==> src/rtl/tsq_pkg.sv <==
// Shared definitions for the transposer sequencer: default tile geometry,
// FSM state and drain-mode encodings, and the perf counter width.
package tsq_pkg;

  localparam int unsigned DefaultDim   = 16;
  localparam int unsigned DefaultElemW = 8;
  localparam int unsigned DefaultRw    = DefaultDim * DefaultElemW;

  localparam int unsigned PerfW = 32;

  // Sequencer states, kept as plain constants for legacy tool flows.
  typedef logic [1:0] state_t;
  localparam state_t StIdle  = 2'd0;
  localparam state_t StFill  = 2'd1;
  localparam state_t StDrain = 2'd2;

  // Drain mode: FLUSH pushes zero rows, STREAM pushes the next tile's rows.
  typedef logic mode_t;
  localparam mode_t ModeFlush  = 1'b0;
  localparam mode_t ModeStream = 1'b1;

endpackage

==> src/rtl/tsq_perf_cnt.sv <==
// Saturating event counter used for the optional performance statistics.
module tsq_perf_cnt
  import tsq_pkg::*;
(
  input  logic             clk,
  input  logic             rst,
  input  logic             inc,
  output logic [PerfW-1:0] count
);

  logic [PerfW-1:0] count_q;

  // Count events, sticking at all-ones instead of wrapping.
  always_ff @(posedge clk or posedge rst) begin
    if (rst) begin
      count_q <= '0;
    end else if (inc && (count_q != {PerfW{1'b1}})) begin
      count_q <= count_q + 1'b1;
    end
  end

  assign count = count_q;

endmodule

==> src/rtl/transposer_sequencer.sv <==
// Sequences rows into an external DIM x DIM transposer and streams the
// resulting columns downstream. A tile is filled, then drained either by
// flushing (zero rows pushed) or by streaming the next tile's rows in while
// the current columns come out, giving back-to-back tiles without bubbles.
// Optional perf counters are built when TRANSPOSER_SEQ_PERF_EN is defined.
module transposer_sequencer
  import tsq_pkg::*;
#(
  parameter int unsigned DIM    = DefaultDim,
  parameter int unsigned ELEM_W = DefaultElemW
) (
  input  logic                  clk,
  input  logic                  rst,
  input  logic                  in_valid,
  output logic                  in_ready,
  input  logic [DIM*ELEM_W-1:0] in_row,
  output logic                  tp_in_valid,
  output logic [DIM*ELEM_W-1:0] tp_in_row,
  input  logic [DIM*ELEM_W-1:0] tp_out_col,
  output logic                  out_valid,
  input  logic                  out_ready,
  output logic [DIM*ELEM_W-1:0] out_col,
  output logic                  out_last,
  output logic                  busy
`ifdef TRANSPOSER_SEQ_PERF_EN
  ,
  output logic [PerfW-1:0]      perf_tiles,
  output logic [PerfW-1:0]      perf_stalls
`endif
);

  localparam int unsigned CW = (DIM > 1) ? $clog2(DIM) : 1;
  localparam logic [CW-1:0] CntMax = CW'(DIM - 1);

  state_t        state_q, state_d;
  logic [CW-1:0] fill_cnt_q, fill_cnt_d;
  logic [CW-1:0] drain_cnt_q, drain_cnt_d;
  mode_t         mode_q, mode_d;

  logic drain_first;
  logic stream_now;
  logic accept;

  function automatic logic [CW-1:0] wrap_inc(input logic [CW-1:0] v);
    return (v == CntMax) ? '0 : v + 1'b1;
  endfunction

  // Handshake and transposer-push decode for the current state.
  always_comb begin
    in_ready    = 1'b0;
    out_valid   = 1'b0;
    tp_in_valid = 1'b0;
    tp_in_row   = '0;
    stream_now  = 1'b0;
    drain_first = (state_q == StDrain) && (drain_cnt_q == '0);
    case (state_q)
      StIdle, StFill: begin
        in_ready    = 1'b1;
        tp_in_valid = in_valid;
        tp_in_row   = in_row;
      end
      StDrain: begin
        // The first column of a tile picks the mode from in_valid; later ones use the latch.
        stream_now  = drain_first ? in_valid : (mode_q == ModeStream);
        out_valid   = (drain_first || (mode_q == ModeFlush)) ? 1'b1 : in_valid;
        in_ready    = (drain_first || (mode_q == ModeStream)) ? out_ready : 1'b0;
        tp_in_valid = out_valid && out_ready;
        tp_in_row   = stream_now ? in_row : '0;
      end
      default: ;
    endcase
    if (rst) begin
      in_ready    = 1'b0;
      out_valid   = 1'b0;
      tp_in_valid = 1'b0;
    end
  end

  assign accept = in_valid && in_ready;

  // Next-state, counter and mode update.
  always_comb begin
    state_d     = state_q;
    fill_cnt_d  = fill_cnt_q;
    drain_cnt_d = drain_cnt_q;
    mode_d      = mode_q;
    case (state_q)
      StIdle, StFill: begin
        if (accept) begin
          fill_cnt_d = wrap_inc(fill_cnt_q);
          state_d    = (fill_cnt_q == CntMax) ? StDrain : StFill;
        end
      end
      StDrain: begin
        if (tp_in_valid) begin
          drain_cnt_d = wrap_inc(drain_cnt_q);
          if (stream_now) begin
            fill_cnt_d = wrap_inc(fill_cnt_q);
          end
          if (drain_first) begin
            mode_d = stream_now ? ModeStream : ModeFlush;
          end
          if (drain_cnt_q == CntMax) begin
            // A streamed drain has fully loaded the next tile, so drain it at once.
            state_d = stream_now ? StDrain : StIdle;
          end
        end
      end
      default: state_d = StIdle;
    endcase
  end

  // State registers; reset discards any partial tile.
  always_ff @(posedge clk or posedge rst) begin
    if (rst) begin
      state_q     <= StIdle;
      fill_cnt_q  <= '0;
      drain_cnt_q <= '0;
      mode_q      <= ModeFlush;
    end else begin
      state_q     <= state_d;
      fill_cnt_q  <= fill_cnt_d;
      drain_cnt_q <= drain_cnt_d;
      mode_q      <= mode_d;
    end
  end

  assign out_col  = tp_out_col;
  assign out_last = (state_q == StDrain) && (drain_cnt_q == CntMax);
  assign busy     = (state_q != StIdle);

`ifdef TRANSPOSER_SEQ_PERF_EN
  tsq_perf_cnt u_perf_tiles (
    .clk   (clk),
    .rst   (rst),
    .inc   (out_valid && out_ready && out_last),
    .count (perf_tiles)
  );

  tsq_perf_cnt u_perf_stalls (
    .clk   (clk),
    .rst   (rst),
    .inc   (out_valid && !out_ready),
    .count (perf_stalls)
  );
`endif

endmodule

==> config.mk <==
export PLATFORM = sky130hd
export DESIGN_NAME = transposer_sequencer
export DESIGN_NICKNAME = d
export VERILOG_FILES = /design/src/rtl/tsq_pkg.sv /design/src/rtl/tsq_perf_cnt.sv /design/src/rtl/transposer_sequencer.sv
export SDC_FILE = /design/constraint.sdc
export NUM_CORES = 1
export LEC_CHECK = 0
export ABC_AREA = 1
export CORE_AREA = 2 2 202 204
export DETAILED_ROUTE_END_ITERATION = 12
export DIE_AREA = 0 0 204 206
export PLACE_DENSITY = 0.42
export SYNTH_ARGS = -nofsm -noshare
export SYNTH_HDL_FRONTEND = slang
export SYNTH_SLANG_ARGS = --single-unit
==> constraint.sdc <==
create_clock -name clk -period 2.38 [get_ports clk]
set_input_delay 0.476 -clock clk [delete_from_list [all_inputs] [get_ports clk]]
set_output_delay 0.476 -clock clk [all_outputs]
set_load 0.02 [all_outputs]
# ---- After elaboration in Yosys (flattened, before gate mapping)
# Index checks and enable logic that the tools add are counted.
dict set report word_totals {
  reg_bits 11
  output_inout_bits 261
}
dict set report op_classes {
  reduce_logical 15
  mux 25
  eq_ne 8
  bitwise 1
  addsub 2
}
# cell n
set op_table {}
lappend op_table {{128-bit case mux with 2 select lines} 1}
lappend op_table {{128-bit 2-to-1 mux} 1}
lappend op_table {{4-bit 2-to-1 mux} 5}
lappend op_table {{2-bit 2-to-1 mux} 5}
lappend op_table {{1-bit 2-to-1 mux} 9}
lappend op_table {{4-bit by 1-bit adder with 4-bit output (second input constant)} 2}
lappend op_table {{4-bit == test (second input constant)} 2}
lappend op_table {{4-bit case mux with 2 select lines} 1}
lappend op_table {{2-bit inequality test (second input constant)} 3}
lappend op_table {{3-bit AND reduction} 2}
lappend op_table {{1-bit logical AND} 4}
lappend op_table {{4-bit logical NOT} 1}
lappend op_table {{1-bit case mux with 2 select lines} 2}
lappend op_table {{2-bit case mux with 2 select lines} 1}
lappend op_table {{4-bit AND reduction} 1}
lappend op_table {{2-bit nonzero test} 2}
lappend op_table {{2-bit by 1-bit == test with 1-bit output (second input constant)} 1}
lappend op_table {{2-bit == test (second input constant)} 1}
lappend op_table {{2-bit logical NOT} 1}
lappend op_table {{1-bit logical OR} 2}
lappend op_table {{2-bit by 1-bit inequality test with 1-bit output (second input constant)} 1}
lappend op_table {{2-bit AND reduction} 1}
lappend op_table {{2-bit OR reduction} 1}
lappend op_table {{1-bit inverter} 1}

# ---- Logic depth before layout (Yosys ltp)
dict set report logic_depth {
  depth_word 9
  mapped_depth 10
  depth_no_buf 10
}

# ---- Worst setup path after synthesis
# OpenSTA, ideal clock, no wires.
dict set report synth_path {
  path_kind {register -> output}
  start {reg drain_cnt_q[0]}
  end {out tp_in_row[36]}
  n_path_buf 2
  slack_ns 0.290
  t_required_ns 1.904
  arrival_time_ns 1.614
  path_stages_with_launch 11
  path_cell_list {dfrtp_1 inv_1 ha_1 nand2_1 o21ai_2 nand2_1 nand2_2 inv_2 buf_6 buf_6 nor2_1}
}
dict set report synth_between {
  elab_chain_cells 5
}
# element line
set synth_lines {}
lappend synth_lines {{from (decl)} transposer_sequencer.sv:37} ;# logic [CW-1:0] drain_cnt_q, drain_cnt_d;
lappend synth_lines {{from (signal assigned)} transposer_sequencer.sv:123} ;# drain_cnt_q <= drain_cnt_d;
lappend synth_lines {{4-bit logical NOT} transposer_sequencer.sv:55} ;# drain_first = (state_q == StDrain) && (drain_cnt_q == '0);
lappend synth_lines {{1-bit logical AND} transposer_sequencer.sv:55}
lappend synth_lines {{1-bit 2-to-1 mux} transposer_sequencer.sv:64} ;# stream_now = drain_first ? in_valid : (mode_q == ModeStream);
lappend synth_lines {{128-bit 2-to-1 mux} transposer_sequencer.sv:68} ;# tp_in_row = stream_now ? in_row : '0;
lappend synth_lines {{128-bit case mux with 2 select lines} transposer_sequencer.sv:56} ;# case (state_q)
lappend synth_lines {{to (decl)} transposer_sequencer.sv:18} ;# output logic [DIM*ELEM_W-1:0] tp_in_row,
# Every way passes these cells.

# ---- Worst setup path in the final report
dict set report layout_path {
  start {reg drain_cnt_q[0]}
  end {out tp_in_row[122]}
}
# Same word-level chain as after synthesis.

==> reports/qor.csv <==
metric,value,unit
Worst path slowest cell,dfrtp_1,
CP endpoint kind,output port,
Clock Skews,0.00200,ns
DR iter-0 viols,89,
number of synthesized flops with an enable pin,0,
GPL Wtd Cong,0.760,
Critical Path AT,1.96,ns
peak supply drop,0.231,mV
die height,206,um
min-delay src,mode_q,
PwrDens,277,nW/um^2
"FF+latch count, synth",11,
antenna violations before repair,0,
FF+latch area,275,um^2
vias in the first global route,3199,
Syn Area/Cell,7.31,um^2
reg2reg setup slack,0.59,ns
Hold Crit Depth,2,
outcome,"complete, but fails checks",
clock sinks,11,
share of flip-flops with an asynchronous set or reset,1.00,
Layout Nets,946,
Slew @ Worst Pin,0.227,ns
Slowest Stage Delay on Critical Path,0.38,ns
P_leak,3.26,nW
CTS root buffer,clkbuf_16,
GR Util All Layers,0.0617,
post-layout min period,2.43,ns
final instance area,7030,um^2
critical setup path kind,flop to output port,
cells after synthesis,492,
Worst Path Required,1.90,ns
drt pass-1 iters,4,
PnR worst setup slack,-0.0539,ns
main flop type after synthesis,dfrtp_1,
RSZ-0062 raised after global routing,true,
CTS tree,yes,
cts hold-fix bufs,0,
clk slew on worst S/H paths,0.04,ns
# fillers,4479,
"Seq/Total Area, Yosys",0.0765,
period utilization,1.02,
clock insertion delay at the later pin of the skew report,0.24,ns
placed cells,1180,
slew margin rel.,0.848,
Detail Route Antenna Nets,0,
Final Hold Viols,0,
synthesized net count,755,
global-route wire length before repair,19600,um
die area,42000,um^2
Worst Hold Path EP,mode_q,
core area,40200,um^2
worst reg-to-reg path cell count,12,
total negative slack,-1.23,ns
WL final,14700,um
cts bufs inserted,3,
drt drc,0,
Max Cap Viol,0,
R2R Path Start,drain_cnt_q[0],
starting density of the core,0.0895,
met2 usage,0.0911,
Finish-stage setup viols,33,
failing checks,setup timing,
met3 usage,0.0442,
CTS max path bufs,2,
vias per cell,2.76,
Final Power,1.95,mW
via count,3350,
CP startpoint kind,flop,
area taken by multi-input logic gates,1770,um^2
I/O pin count,521,
IO buf count,264,
met1 Usage GRT,0.0722,
GRT Max-Usage Layer,met2,
row count,74,
mapped cell area,3600,um^2
final count of pins violating max slew,0,
HP Class,flop to flop,
grt ovf,0,
r2r endpoint,fill_cnt_q[1],
fmax,411,MHz
n_diodes,0,
Finished Core Util,0.175,
CP Max Fanout,6,
layout cell share with drive strength beyond 1,0.493,
kind of cell adding the most delay to the critical path,buffers and inverters,
Unique masters post-synth,23,
H-Tree Depth,1,
Yosys warning count,0,
Post-Layout Cell Count,1214,
Worst Path Buf+Inv,6,
largest net degree at the start of global routing,12,
dpl hpwl,11100,um
crit path cell chain,inv_2 -> ha_4 -> nand2_2 -> o21ai_2 -> nand2_2 -> nand2_8 -> buf_12 -> inv_12 -> buf_16 -> buf_12 -> nor2_4 -> buf_6,
Area after DPL,6070,um^2
drt wl/cell,12.1,um
Area Overhead vs Synth,95.6,%
die width,204,um
==> worst min-delay path, delay by kind of cell, from the launching register on <==
kind / cells / cell delay (ns)
AND/OR/NAND/NOR: 1 / 0.05
flip-flops: 1 / 0.35
AO/OA/AOI/OAI: 1 / 0.06
==> layout make-up <==
class / instances / area share
clock buffers: 4 / 0.0112
multi-input cells: 197 / 0.252
flip-flops and latches: 11 / 0.0391
repair buffers: 324 / 0.516
inverters: 142 / 0.0781
well taps: 532 / 0.0946
repair inverters: 4 / 0.00925
==> sequential cells by signal, summed over array words and instances (netlist names) <==
| register | cells |
|---|---|
| drain_cnt_q | 4 |
| mode_q | 1 |
| state_q | 2 |
| fill_cnt_q | 4 |
==> how the worst max path moves through the flow <==
| stage | startpoint | to | slack [ns] | depth (start not counted) |
|---|---|---|---|---|
| 2_1_floorplan | drain_cnt_q[0] | tp_in_row[36] | 0.29 | 10 |
| 6_report | drain_cnt_q[0] | tp_in_row[122] | -0.05 | 12 |
| 3_5_place_dp | in_valid | tp_in_row[25] | -0.64 | 9 |
| 4_1_cts | drain_cnt_q[0] | tp_in_row[111] | -0.1 | 12 |
| 5_1_grt | drain_cnt_q[0] | tp_in_row[118] | -0.16 | 12 |
| 3_3_place_gp | in_valid | tp_in_row[25] | -0.67 | 9 |
==> cells in the final DEF, fill, tap and decap left out, types with 2 or more instances in the layout <==
cell type        netlist  layout
inv_1                140     138
clkdlybuf4s50_1        0     132
buf_6                  3     125
nor2_4               100     118
buf_4                128      35
nand2_1               31      29
buf_12                10      20
nand3_1               13      13
nor2_2                 0      11
dfrtp_1               11      11
buf_16                 0       6
nor2_1                34       5
o21ai_0                4       4
clkbuf_16              0       4
inv_2                  2       3
nand2_2                2       3
inv_16                 0       3
dlygate4sd2_1          0       3
xnor2_1                2       2
ha_1                   3       2
==> repair_timing <==
action	4_1_cts	5_1_grt
endpoints found under the setup margin	131	128
setup buffers	18	4
gates cloned	8	1
resized for setup	667	192
pin swaps	2	3
==> kinds of logic (layout without fill, tap and decap cells) <==
group                    Yosys count  after routing  synth area share
adder cells (fa/ha/maj)            3              3            0.0104
AND/OR/NAND/NOR                  181            181             0.404
AO/OA/AOI/OAI                     10             10            0.0167
XOR/XNOR                           3              3           0.00731
flip-flops                        11             11            0.0765
buffers and inverters            284            474             0.485
==> through the flow <==
step,hold slack [ns],setup slack [ns]
after floorplan,0.337,0.290
final,0.497,-0.0539
after global placement,0.475,-0.666
after CTS,0.495,-0.0978
after global routing,0.556,-0.161
after detailed placement,0.485,-0.642
==> Yosys cell counts (2+ instances only) <==
| cell type | number | share of area |
|---|---|---|
| o21ai_0 | 4 | 0.0056 |
| nor2_4 | 100 | 0.31 |
| buf_4 | 128 | 0.27 |
| xnor2_1 | 2 | 0.0049 |
| nand2_1 | 31 | 0.032 |
| ha_1 | 3 | 0.010 |
| dfrtp_1 | 11 | 0.077 |
| buf_6 | 3 | 0.0094 |
| buf_12 | 10 | 0.056 |
| nand3_1 | 13 | 0.018 |
| nor2_1 | 34 | 0.035 |
| inv_1 | 140 | 0.15 |
| nand2_2 | 2 | 0.0035 |
| inv_2 | 2 | 0.0021 |
==> where the power goes <==
group	internal, mW	switching, mW
combinational	0.759	0.627
sequential	0.225	0.0334
clock	0.225	0.0833
==> metal layers <==
layer,vias up,wire length (um)
met3,12,2390
met1,1429,5560
li1,1606,-
met2,297,6550
met4,6,36
met5,-,123
Power figures use the tool's default switching activity.
